`src/rtl/peri_cmd_master.sv`:
```
// peri_cmd_master: host-side initiator for the peripheral address/data port.
// Accepts WRITE / READ / POLL commands, sequences the bus cycles with the
// peripheral's read latency and idle gaps, and returns one response per
// command. All outputs are registered; the next output values are derived
// from the next FSM state so that each state's bus pattern appears in the
// cycle the FSM occupies that state.
module peri_cmd_master #(
    parameter int unsigned READ_LAT  = 2,
    parameter int unsigned GAP       = 1,
    parameter int unsigned POLL_MAX  = 1024,
    parameter logic [31:0] IDLE_ADDR = 32'h0000_0000
) (
    input  logic        clk_i,
    input  logic        rst_i,
    input  logic        cmd_valid_i,
    output logic        cmd_ready_o,
    input  logic [1:0]  cmd_op_i,
    input  logic [31:0] cmd_addr_i,
    input  logic [31:0] cmd_data_i,
    input  logic [31:0] cmd_mask_i,
    output logic        rsp_valid_o,
    input  logic        rsp_ready_i,
    output logic [31:0] rsp_data_o,
    output logic        rsp_err_o,
    output logic        busy_o,
    output logic [31:0] address_o,
    output logic [31:0] data_o,
    input  logic [31:0] data_i
);

    localparam int unsigned ATT_W = $clog2(POLL_MAX + 1);
    localparam int unsigned CNT_W = 16;

    localparam logic [1:0] OP_WRITE = 2'b00;
    localparam logic [1:0] OP_READ  = 2'b01;
    localparam logic [1:0] OP_POLL  = 2'b10;

    // RD lasts READ_LAT+1 cycles: counter runs 0..READ_LAT.
    localparam logic [CNT_W-1:0] RD_LAST  = CNT_W'(READ_LAT);
    // GAPW lasts GAP cycles: counter runs 0..GAP-1 (unused when GAP is 0).
    localparam logic [CNT_W-1:0] GAP_LAST = (GAP == 32'd0) ? {CNT_W{1'b0}} : CNT_W'(GAP - 32'd1);
    localparam logic [ATT_W-1:0] ATT_MAX  = ATT_W'(POLL_MAX);
    localparam logic [ATT_W-1:0] ATT_ONE  = ATT_W'(1);

    typedef enum logic [2:0] {
        S_IDLE = 3'd0,
        S_WR   = 3'd1,
        S_GAPW = 3'd2,
        S_RD   = 3'd3,
        S_CMP  = 3'd4,
        S_RSP  = 3'd5
    } state_t;

    // Masked equality used to decide whether a poll attempt has succeeded.
    function automatic logic poll_match(input logic [31:0] got,
                                        input logic [31:0] expected,
                                        input logic [31:0] mask);
        poll_match = ((got & mask) == (expected & mask));
    endfunction

    state_t             state_q,     state_d;
    logic [CNT_W-1:0]   cnt_q,       cnt_d;
    logic [ATT_W-1:0]   att_q,       att_d;
    logic [1:0]         op_q,        op_d;
    logic [31:0]        cmd_addr_q,  cmd_addr_d;
    logic [31:0]        cmd_data_q,  cmd_data_d;
    logic [31:0]        cmd_mask_q,  cmd_mask_d;
    logic [31:0]        rdata_q,     rdata_d;
    logic [31:0]        rsp_data_q,  rsp_data_d;
    logic               rsp_err_q,   rsp_err_d;
    logic               rsp_valid_q, rsp_valid_d;
    logic               busy_q,      busy_d;
    logic               ready_q,     ready_d;
    logic [31:0]        address_q,   address_d;
    logic [31:0]        wdata_q,     wdata_d;

    // Next-state logic plus next values of every registered output.
    always_comb begin
        state_d    = state_q;
        cnt_d      = cnt_q;
        att_d      = att_q;
        op_d       = op_q;
        cmd_addr_d = cmd_addr_q;
        cmd_data_d = cmd_data_q;
        cmd_mask_d = cmd_mask_q;
        rdata_d    = rdata_q;
        rsp_data_d = rsp_data_q;
        rsp_err_d  = rsp_err_q;

        case (state_q)
            S_IDLE: begin
                if (cmd_valid_i && ready_q) begin
                    op_d       = cmd_op_i;
                    cmd_addr_d = cmd_addr_i;
                    cmd_data_d = cmd_data_i;
                    cmd_mask_d = cmd_mask_i;
                    cnt_d      = {CNT_W{1'b0}};
                    att_d      = ATT_ONE;
                    case (cmd_op_i)
                        OP_WRITE: state_d = S_WR;
                        OP_READ:  state_d = S_RD;
                        OP_POLL:  state_d = S_RD;
                        default: begin
                            // Reserved op: error response, no bus activity.
                            state_d    = S_RSP;
                            rsp_data_d = 32'h0000_0000;
                            rsp_err_d  = 1'b1;
                        end
                    endcase
                end else begin
                    state_d = S_IDLE;
                end
            end

            S_WR: begin
                cnt_d = {CNT_W{1'b0}};
                if (GAP == 32'd0) begin
                    state_d    = S_RSP;
                    rsp_data_d = 32'h0000_0000;
                    rsp_err_d  = 1'b0;
                end else begin
                    state_d = S_GAPW;
                end
            end

            S_GAPW: begin
                if (cnt_q >= GAP_LAST) begin
                    cnt_d = {CNT_W{1'b0}};
                    if (op_q == OP_WRITE) begin
                        state_d    = S_RSP;
                        rsp_data_d = 32'h0000_0000;
                        rsp_err_d  = 1'b0;
                    end else begin
                        state_d = S_RD;
                    end
                end else begin
                    cnt_d = cnt_q + CNT_W'(1);
                end
            end

            S_RD: begin
                if (cnt_q >= RD_LAST) begin
                    // Last address cycle: peripheral data is valid now.
                    rdata_d = data_i;
                    cnt_d   = {CNT_W{1'b0}};
                    state_d = S_CMP;
                end else begin
                    cnt_d = cnt_q + CNT_W'(1);
                end
            end

            S_CMP: begin
                if (op_q == OP_READ) begin
                    state_d    = S_RSP;
                    rsp_data_d = rdata_q;
                    rsp_err_d  = 1'b0;
                end else if (poll_match(rdata_q, cmd_data_q, cmd_mask_q)) begin
                    state_d    = S_RSP;
                    rsp_data_d = rdata_q;
                    rsp_err_d  = 1'b0;
                end else if (att_q >= ATT_MAX) begin
                    state_d    = S_RSP;
                    rsp_data_d = rdata_q;
                    rsp_err_d  = 1'b1;
                end else begin
                    att_d = att_q + ATT_ONE;
                    cnt_d = {CNT_W{1'b0}};
                    if (GAP == 32'd0) begin
                        state_d = S_RD;
                    end else begin
                        state_d = S_GAPW;
                    end
                end
            end

            S_RSP: begin
                if (rsp_ready_i) begin
                    state_d    = S_IDLE;
                    rsp_data_d = 32'h0000_0000;
                    rsp_err_d  = 1'b0;
                end else begin
                    state_d = S_RSP;
                end
            end

            default: begin
                state_d = S_IDLE;
            end
        endcase

        // Output values for the state being entered.
        if ((state_d == S_WR) || (state_d == S_RD)) begin
            address_d = cmd_addr_d;
        end else begin
            address_d = IDLE_ADDR;
        end
        if (state_d == S_WR) begin
            wdata_d = cmd_data_d;
        end else begin
            wdata_d = 32'h0000_0000;
        end
        rsp_valid_d = (state_d == S_RSP);
        busy_d      = (state_d != S_IDLE);
        // Ready only in IDLE, which also guarantees no response is pending.
        ready_d     = (state_d == S_IDLE);
    end

    // State, counters, command copies and registered outputs.
    always_ff @(posedge clk_i or posedge rst_i) begin
        if (rst_i) begin
            state_q     <= S_IDLE;
            cnt_q       <= {CNT_W{1'b0}};
            att_q       <= {ATT_W{1'b0}};
            op_q        <= 2'b00;
            cmd_addr_q  <= 32'h0000_0000;
            cmd_data_q  <= 32'h0000_0000;
            cmd_mask_q  <= 32'h0000_0000;
            rdata_q     <= 32'h0000_0000;
            rsp_data_q  <= 32'h0000_0000;
            rsp_err_q   <= 1'b0;
            rsp_valid_q <= 1'b0;
            busy_q      <= 1'b0;
            ready_q     <= 1'b0;
            address_q   <= IDLE_ADDR;
            wdata_q     <= 32'h0000_0000;
        end else begin
            state_q     <= state_d;
            cnt_q       <= cnt_d;
            att_q       <= att_d;
            op_q        <= op_d;
            cmd_addr_q  <= cmd_addr_d;
            cmd_data_q  <= cmd_data_d;
            cmd_mask_q  <= cmd_mask_d;
            rdata_q     <= rdata_d;
            rsp_data_q  <= rsp_data_d;
            rsp_err_q   <= rsp_err_d;
            rsp_valid_q <= rsp_valid_d;
            busy_q      <= busy_d;
            ready_q     <= ready_d;
            address_q   <= address_d;
            wdata_q     <= wdata_d;
        end
    end

    assign cmd_ready_o = ready_q;
    assign rsp_valid_o = rsp_valid_q;
    assign rsp_data_o  = rsp_data_q;
    assign rsp_err_o   = rsp_err_q;
    assign busy_o      = busy_q;
    assign address_o   = address_q;
    assign data_o      = wdata_q;

endmodule

```
`config.mk`:
```
export PLATFORM = sky130hd
export DESIGN_NAME = peri_cmd_master
export DESIGN_NICKNAME = d
export VERILOG_FILES = /design/src/rtl/peri_cmd_master.sv
export SDC_FILE = /design/constraint.sdc
export NUM_CORES = 1
export LEC_CHECK = 0
export BUFFER_PORTS_ARGS = -buffer_cell sky130_fd_sc_hd__buf_2
export CAP_MARGIN = 20
export CORE_MARGIN = 3
export CORE_UTILIZATION = 52
export DETAILED_ROUTE_END_ITERATION = 10
export GPL_TIMING_DRIVEN = 0
export HOLD_SLACK_MARGIN = 0.12
export MAX_ROUTING_LAYER = met4
export PLACE_DENSITY = 0.77
export SKIP_CTS_REPAIR_TIMING = 1
export SLEW_MARGIN = 20
export SYNTH_ARGS = -nofsm -noshare
export SYNTH_HDL_FRONTEND = slang
export SYNTH_SLANG_ARGS = --single-unit
```
`constraint.sdc`:
```
create_clock -name clk_i -period 10.1 [get_ports clk_i]
set_input_delay 2.02 -clock clk_i [delete_from_list [all_inputs] [get_ports clk_i]]
set_output_delay 2.02 -clock clk_i [all_outputs]
set_load 0.005 [all_outputs]
```
After elaboration in Yosys (flattened, before gate mapping)

Index checks and enable logic that the tools add are counted.

Memory bits (read-only): 0
RAM bits: 0
Output and inout bits: 100
Bits in latches: 0
Memories kept: 0
Bits in registers: 260

Div/mod/pow operators: 0
Bitwise gates (word level): 2
Shift operators: 0
Reductions and logical operators: 17
Add/sub/neg operators: 2
Muxes and demuxes: 46
Equal/unequal tests: 21
Multiply operators: 0
$lt $le $gt $ge: 3

Operator list:

| operator                | count |
|---|---|
| $mux W32                | 14 |
| $pmux W32 S4            | 1 |
| $mux W16                | 6 |
| $pmux W16 S5            | 1 |
| $and A32 B32 Y32        | 2 |
| $mux W11                | 4 |
| $eq A32 B32 Y1          | 1 |
| $mux W3                 | 8 |
| $pmux W11 S2            | 1 |
| $pmux W3 S6             | 1 |
| $add A16 B1 Y16 const B | 1 |
| $ge A16 B1 Y1 const B   | 1 |
| $ge A16 B2 Y1 const B   | 1 |
| $ne A2 B2 Y1 const B    | 8 |
| $add A11 B1 Y11 const B | 1 |
| $ge A11 B11 Y1 const B  | 1 |
| $reduce_and A5 Y1       | 2 |
| $eq A3 B2 Y1 const B    | 3 |
| $eq A3 B3 Y1 const B    | 3 |
| $mux W1                 | 8 |
| $reduce_and A7 Y1       | 1 |
| $eq A3 B1 Y1 const B    | 2 |
| $logic_not A3 Y1        | 2 |
| $pmux W3 S2             | 1 |
| other kinds (14)        | 17 |

Depth between registers and ports, before layout

Depth in word-level cells: 8
Depth in mapped cells: 10

Worst setup path before layout

OpenSTA, ideal clock, no wires.

Kind: input to register
Start point: input port cmd_op_i[0]
End point: register wdata_q[0], in the netlist data_o[0]
Arrival time: 3685 ps
Buffers on the path: 1
Stages on the path: 9
Library setup time: 74 ps
Path slack: 6342 ps
Required time: 10026 ps
Path through: ha_1 -> and3_1 -> mux2i_1 -> nor3_1 -> a21oi_1 -> nand2_1 -> or4_1 -> clkbuf_1 -> nor2b_1

Longest elaborated chain between the ends: 7
Elaborated cells on any way between the ends: 9
Those cells by class: eq/ne: 3; mux: 4; reduce/logical: 2

RTL lines:

| what                                         | line | RTL |
|---|---|---|
| from (decl)                                  | 17   | `input logic [1:0] cmd_op_i,` |
| $eq A2 B2 Y1 or $eq A2 B1 Y1 (tied branches) | 99   | `case (cmd_op_i)` |
| $reduce_or A2 Y1 (no source line)            | -    |  |
| $pmux W3 S2 *                                | 99   |  |
| $mux W3 *                                    | 92   | `if (cmd_valid_i && ready_q) begin` |
| $pmux W3 S6 *                                | 90   | `case (state_q)` |
| $eq A3 B1 Y1 *                               | 197  | `if (state_d == S_WR) begin` |
| $mux W32 *                                   | 197  |  |
| named net wdata_d[0]                         | 75   | `logic [31:0] wdata_q, wdata_d;` |
| to (signal assigned)                         | 241  | `wdata_q <= wdata_d;` |
| to (decl)                                    | 75   |  |

Mark *: on every way through the listed nets, which the timed path passes. The rest lies on a longest branch.
A chain may end at the register's enable or synchronous reset.

Final worst setup path

Start point: input port cmd_op_i[0]
End point: register wdata_q[22], in the netlist data_o[22]

Same word-level chain as after synthesis.

==> results.yml <==
status:
  outcome: "finished, final reports clean"
power_and_ir_drop:
  p_switching_uw: 1358
  max-vdd-ir-drop_mv: 0.1798
  p_leak_uw: 0.006776
  power.internal_uw: 2526
  power_frac_clock_pct: 24.6
  cellPowerDensity_mw_per_mm2: 301.6
  seq_power_share_pct: 42.8
  swShare_pct: 34.96
  power_frac_comb_pct: 32.6
synth:
  async_flop_share_pct: 100.0
  synth-adder-area-share_pct: 0.5995
  syn_inst: 994
  synth_top_family_by_area: "simple AND/OR/NAND/NOR gates"
  synth_xor_area_share_pct: 2.938
  synth_compound_gate_area_share_pct: 5.144
  synthFlopType: "dfrtp_1"
  synth-simple-area-share_pct: 18.69
  ys_seq_elements: 260
  synth_warnings: 0
  yosysUniqueCellTypes: 48
  avgSynthCellArea_um2: 10.50
  synthMuxAreaShare_pct: 7.098
  ys_seq_area_share_pct: 62.35
  synth-edff-count: 0
  syn-cell-area_mm2: 0.01044
  synthesis.nets: 1133
sta:
  worst_slew_margin_rel_pct: 42.60
  whs_ns: 0.4679
  rsz0062_at_grt: "false"
  period_needed_ns: 4.127
  slew_violations: 0
  final-hold-violation-count: 0
  timing.final.crit_share_pct: 40.86
  skew_ns: 0.01143
  clock.fmax_ghz: 0.2423
  worst-slew-pin-transition_ns: 0.8564
  setup_viol: 0
drt:
  drc: 0
  drtIter0Drc: 405
  wire_per_inst_um: 17.03
  wirelength_um: 26380
  viasPerCell: 5.110
  ant_nets: 0
  routed-via-count: 7916
  drtPass1Iterations: 5
floorplan:
  start_util_pct: 53.27
  die_h_um: 147.7
  die_area_mm2: 0.02180
  io_pins: 234
  num_rows: 51
  die_x_um: 147.7
  core-area_mm2: 0.01959
finish:
  fin_nets: 1397
  final_area_mm2: 0.01288
  layout-drive-gt1-share_pct: 24.96
  fin_cells: 1549
  final_common_cell: "nand2_1"
  fillers: 1579
  final_cell_mix: "nand2_1 (341), dfrtp_1 (260), buf_2 (236)"
  syn2layout_area_growth_pct: 23.43
cts:
  clk_latency_ns: 0.52
  cts-htree-levels: 1
  clk_pin_slew_ns: 0.06
  cts_buffer_depth: 3
  cts_sinks: 260
  root_buffer: "clkbuf_16"
  cts_tree: "built"
  cts_made_buffers: 26
worst_setup_path:
  critPathKind: "in -> reg"
  cp.arrival_ns: 4.56
  r2r.worst_path.cells: 8
  end_kind: "flop"
  r2r_end: "rsp_data_o[28]"
  reg2reg_slack_ns: 6.79
  critPathMaxFanout: 10
  crit_buf_inv: 2
  crit_family: "simple AND/OR/NAND/NOR gates"
  critPathSlowestCell: "or4_1"
  required_ns: 10.54
  max_stage_delay_ns: 0.63
  start_kind: "input pin"
  rr_startpoint: "rdata_q[28]"
  cp_cell_sequence: "buf_2 > ha_1 > and3_1 > mux2i_1 > nor3_1 > a21oi_1 > nand2_1 > or4_1 > clkbuf_1 > nor2b_1"
hold_path:
  whs_endpoint: "cmd_addr_q[2]"
  whs_path_depth: 2
  min-delay-start: "cmd_addr_q[2]"
  worstHoldPathType: "reg -> reg"
global_routing:
  grtUsageTotal_pct: 24.78
  antenna_found_initial: 6
  grt_first_pass_wirelength_um: 41550
  grt_max_degree: 101
  gr-total-overflow: 0
  grt_pass1_vias: 8040
placed_design:
  dp_hpwl_um: 19020
  dp.cells: 1495
  gp_congestion: 0.8413
  portBuffers: 233
  placed_area_mm2: 0.01201
job:
  drv_cap: 0
[synthesized netlist by cell type (3+ instances only)]
| cell | count | share of area [%] |
|---|---|---|
| nand2_1 | 341 | 12 |
| dfrtp_1 | 260 | 62 |
| inv_1 | 42 | 1.5 |
| a21oi_1 | 41 | 2.0 |
| mux2i_1 | 38 | 3.6 |
| clkbuf_1 | 35 | 1.3 |
| nor2b_1 | 34 | 2.0 |
| mux2_2 | 32 | 3.5 |
| xor2_1 | 32 | 2.7 |
| nor2_1 | 22 | 0.79 |
| a22oi_1 | 16 | 1.2 |
| a41oi_1 | 7 | 0.59 |
| and3_1 | 7 | 0.42 |
| nand2b_1 | 7 | 0.42 |
| buf_1 | 6 | 0.22 |
| nand4_1 | 6 | 0.36 |
| nor3_1 | 6 | 0.29 |
| ha_1 | 5 | 0.60 |
| nor4_1 | 5 | 0.30 |
| o21ai_0 | 5 | 0.24 |
| a31oi_1 | 3 | 0.18 |
| buf_2 | 3 | 0.14 |
| nand3_1 | 3 | 0.14 |
| nor4b_1 | 3 | 0.25 |
| or3_1 | 3 | 0.18 |
| or4_1 | 3 | 0.22 |
| xnor2_1 | 3 | 0.25 |
[worst reg2reg max path: stages (launching register included)]
cell and delay [ns]:
dfrtp_1 0.41, xor2_1 0.18, a22oi_1 0.29, nand4_1 0.21
nor4_4 0.58, nor2_2 0.13, nor3_2 0.72, buf_2 0.47
mux2i_1 0.25
[worst max-delay path by stage]
stage	from	to	slack, ns	depth (start not counted)
4_1_cts	cmd_op_i[0]	data_o[22]	6.02	10
6_report	cmd_op_i[0]	data_o[22]	5.97	10
5_1_grt	cmd_op_i[0]	data_o[11]	5.83	10
3_5_place_dp	cmd_op_i[0]	data_o[22]	5.53	10
2_1_floorplan	rst_i	address_o[0]	0.92	1
3_3_place_gp	rst_i	data_o[13]	-1.69	2
[power groups by stage]
stage	combinational (uW)	clock, uW	sequential (uW)
6_report	1270	955	1660
2_1_floorplan	798	0	1650
4_1_cts	1280	973	1660
5_1_grt	1420	1010	1700
3_5_place_dp	1270	0	1670
3_3_place_gp	1230	0	1660
[state kept, by name (all words and copies together) (netlist names), 2 cells and up]
| register | flops |
|---|---|
| rdata_q | 32 |
| cmd_mask_q | 32 |
| state_q | 3 |
| cmd_data_q | 32 |
| att_q | 11 |
| address_o | 32 |
| cnt_q | 16 |
| op_q | 2 |
| data_o | 32 |
| rsp_data_o | 32 |
| cmd_addr_q | 32 |
[cell families (layout without fill, tap and decap cells)]
logic type,after synthesis,count (layout)
XOR/XNOR,35,35
adder cells (fa/ha/maj),5,5
buffers and inverters,87,371
flip-flops,260,260
AND/OR/NAND/NOR,452,452
AO/OA/AOI/OAI,85,85
other,0,6
multiplexers,70,70
[routing by layer]
metal  GRT usage, %  vias up  share of wire (%)
met1          33.26     3852                 43
li1               -     3759                  -
met5              -        -                  0
met2          39.34      262                 48
met3          4.721       43                6.8
met4          6.710        0                2.9
[cell type report]
| type | count | area, um^2 | area share, % |
|---|---|---|---|
| Clock inverter | 5 | 50.05 | 0.3886 |
| Timing Repair Buffer | 236 | 1229 | 9.540 |
| Inverter | 42 | 165.2 | 1.282 |
| Tap cell | 265 | 331.6 | 2.574 |
| Multi-Input combinational cell | 647 | 3603 | 27.98 |
| Antenna cell | 6 | 15.01 | 0.1166 |
| Clock buffer | 43 | 805.8 | 6.256 |
| Buffer | 45 | 173.9 | 1.350 |
| Sequential cell | 260 | 6506 | 50.51 |
[metrics by stage]
| step | worst slack, ns | power [uW] | TNS, ns | utilization (%) |
|---|---|---|---|---|
| 5_1_grt | 5.833 | 4135 | 0 | 65.75 |
| 2_1_floorplan | 0.9249 | 2445 | 0 | - |
| 3_5_place_dp | 5.529 | 2943 | 0 | 61.30 |
| 6_report | 5.973 | 3884 | 0 | 65.75 |
| 4_1_cts | 6.023 | 3918 | 0 | 65.67 |
| 3_3_place_gp | -1.689 | 2899 | -434.55 | 60.91 |
Power figures use the tool's default switching activity.
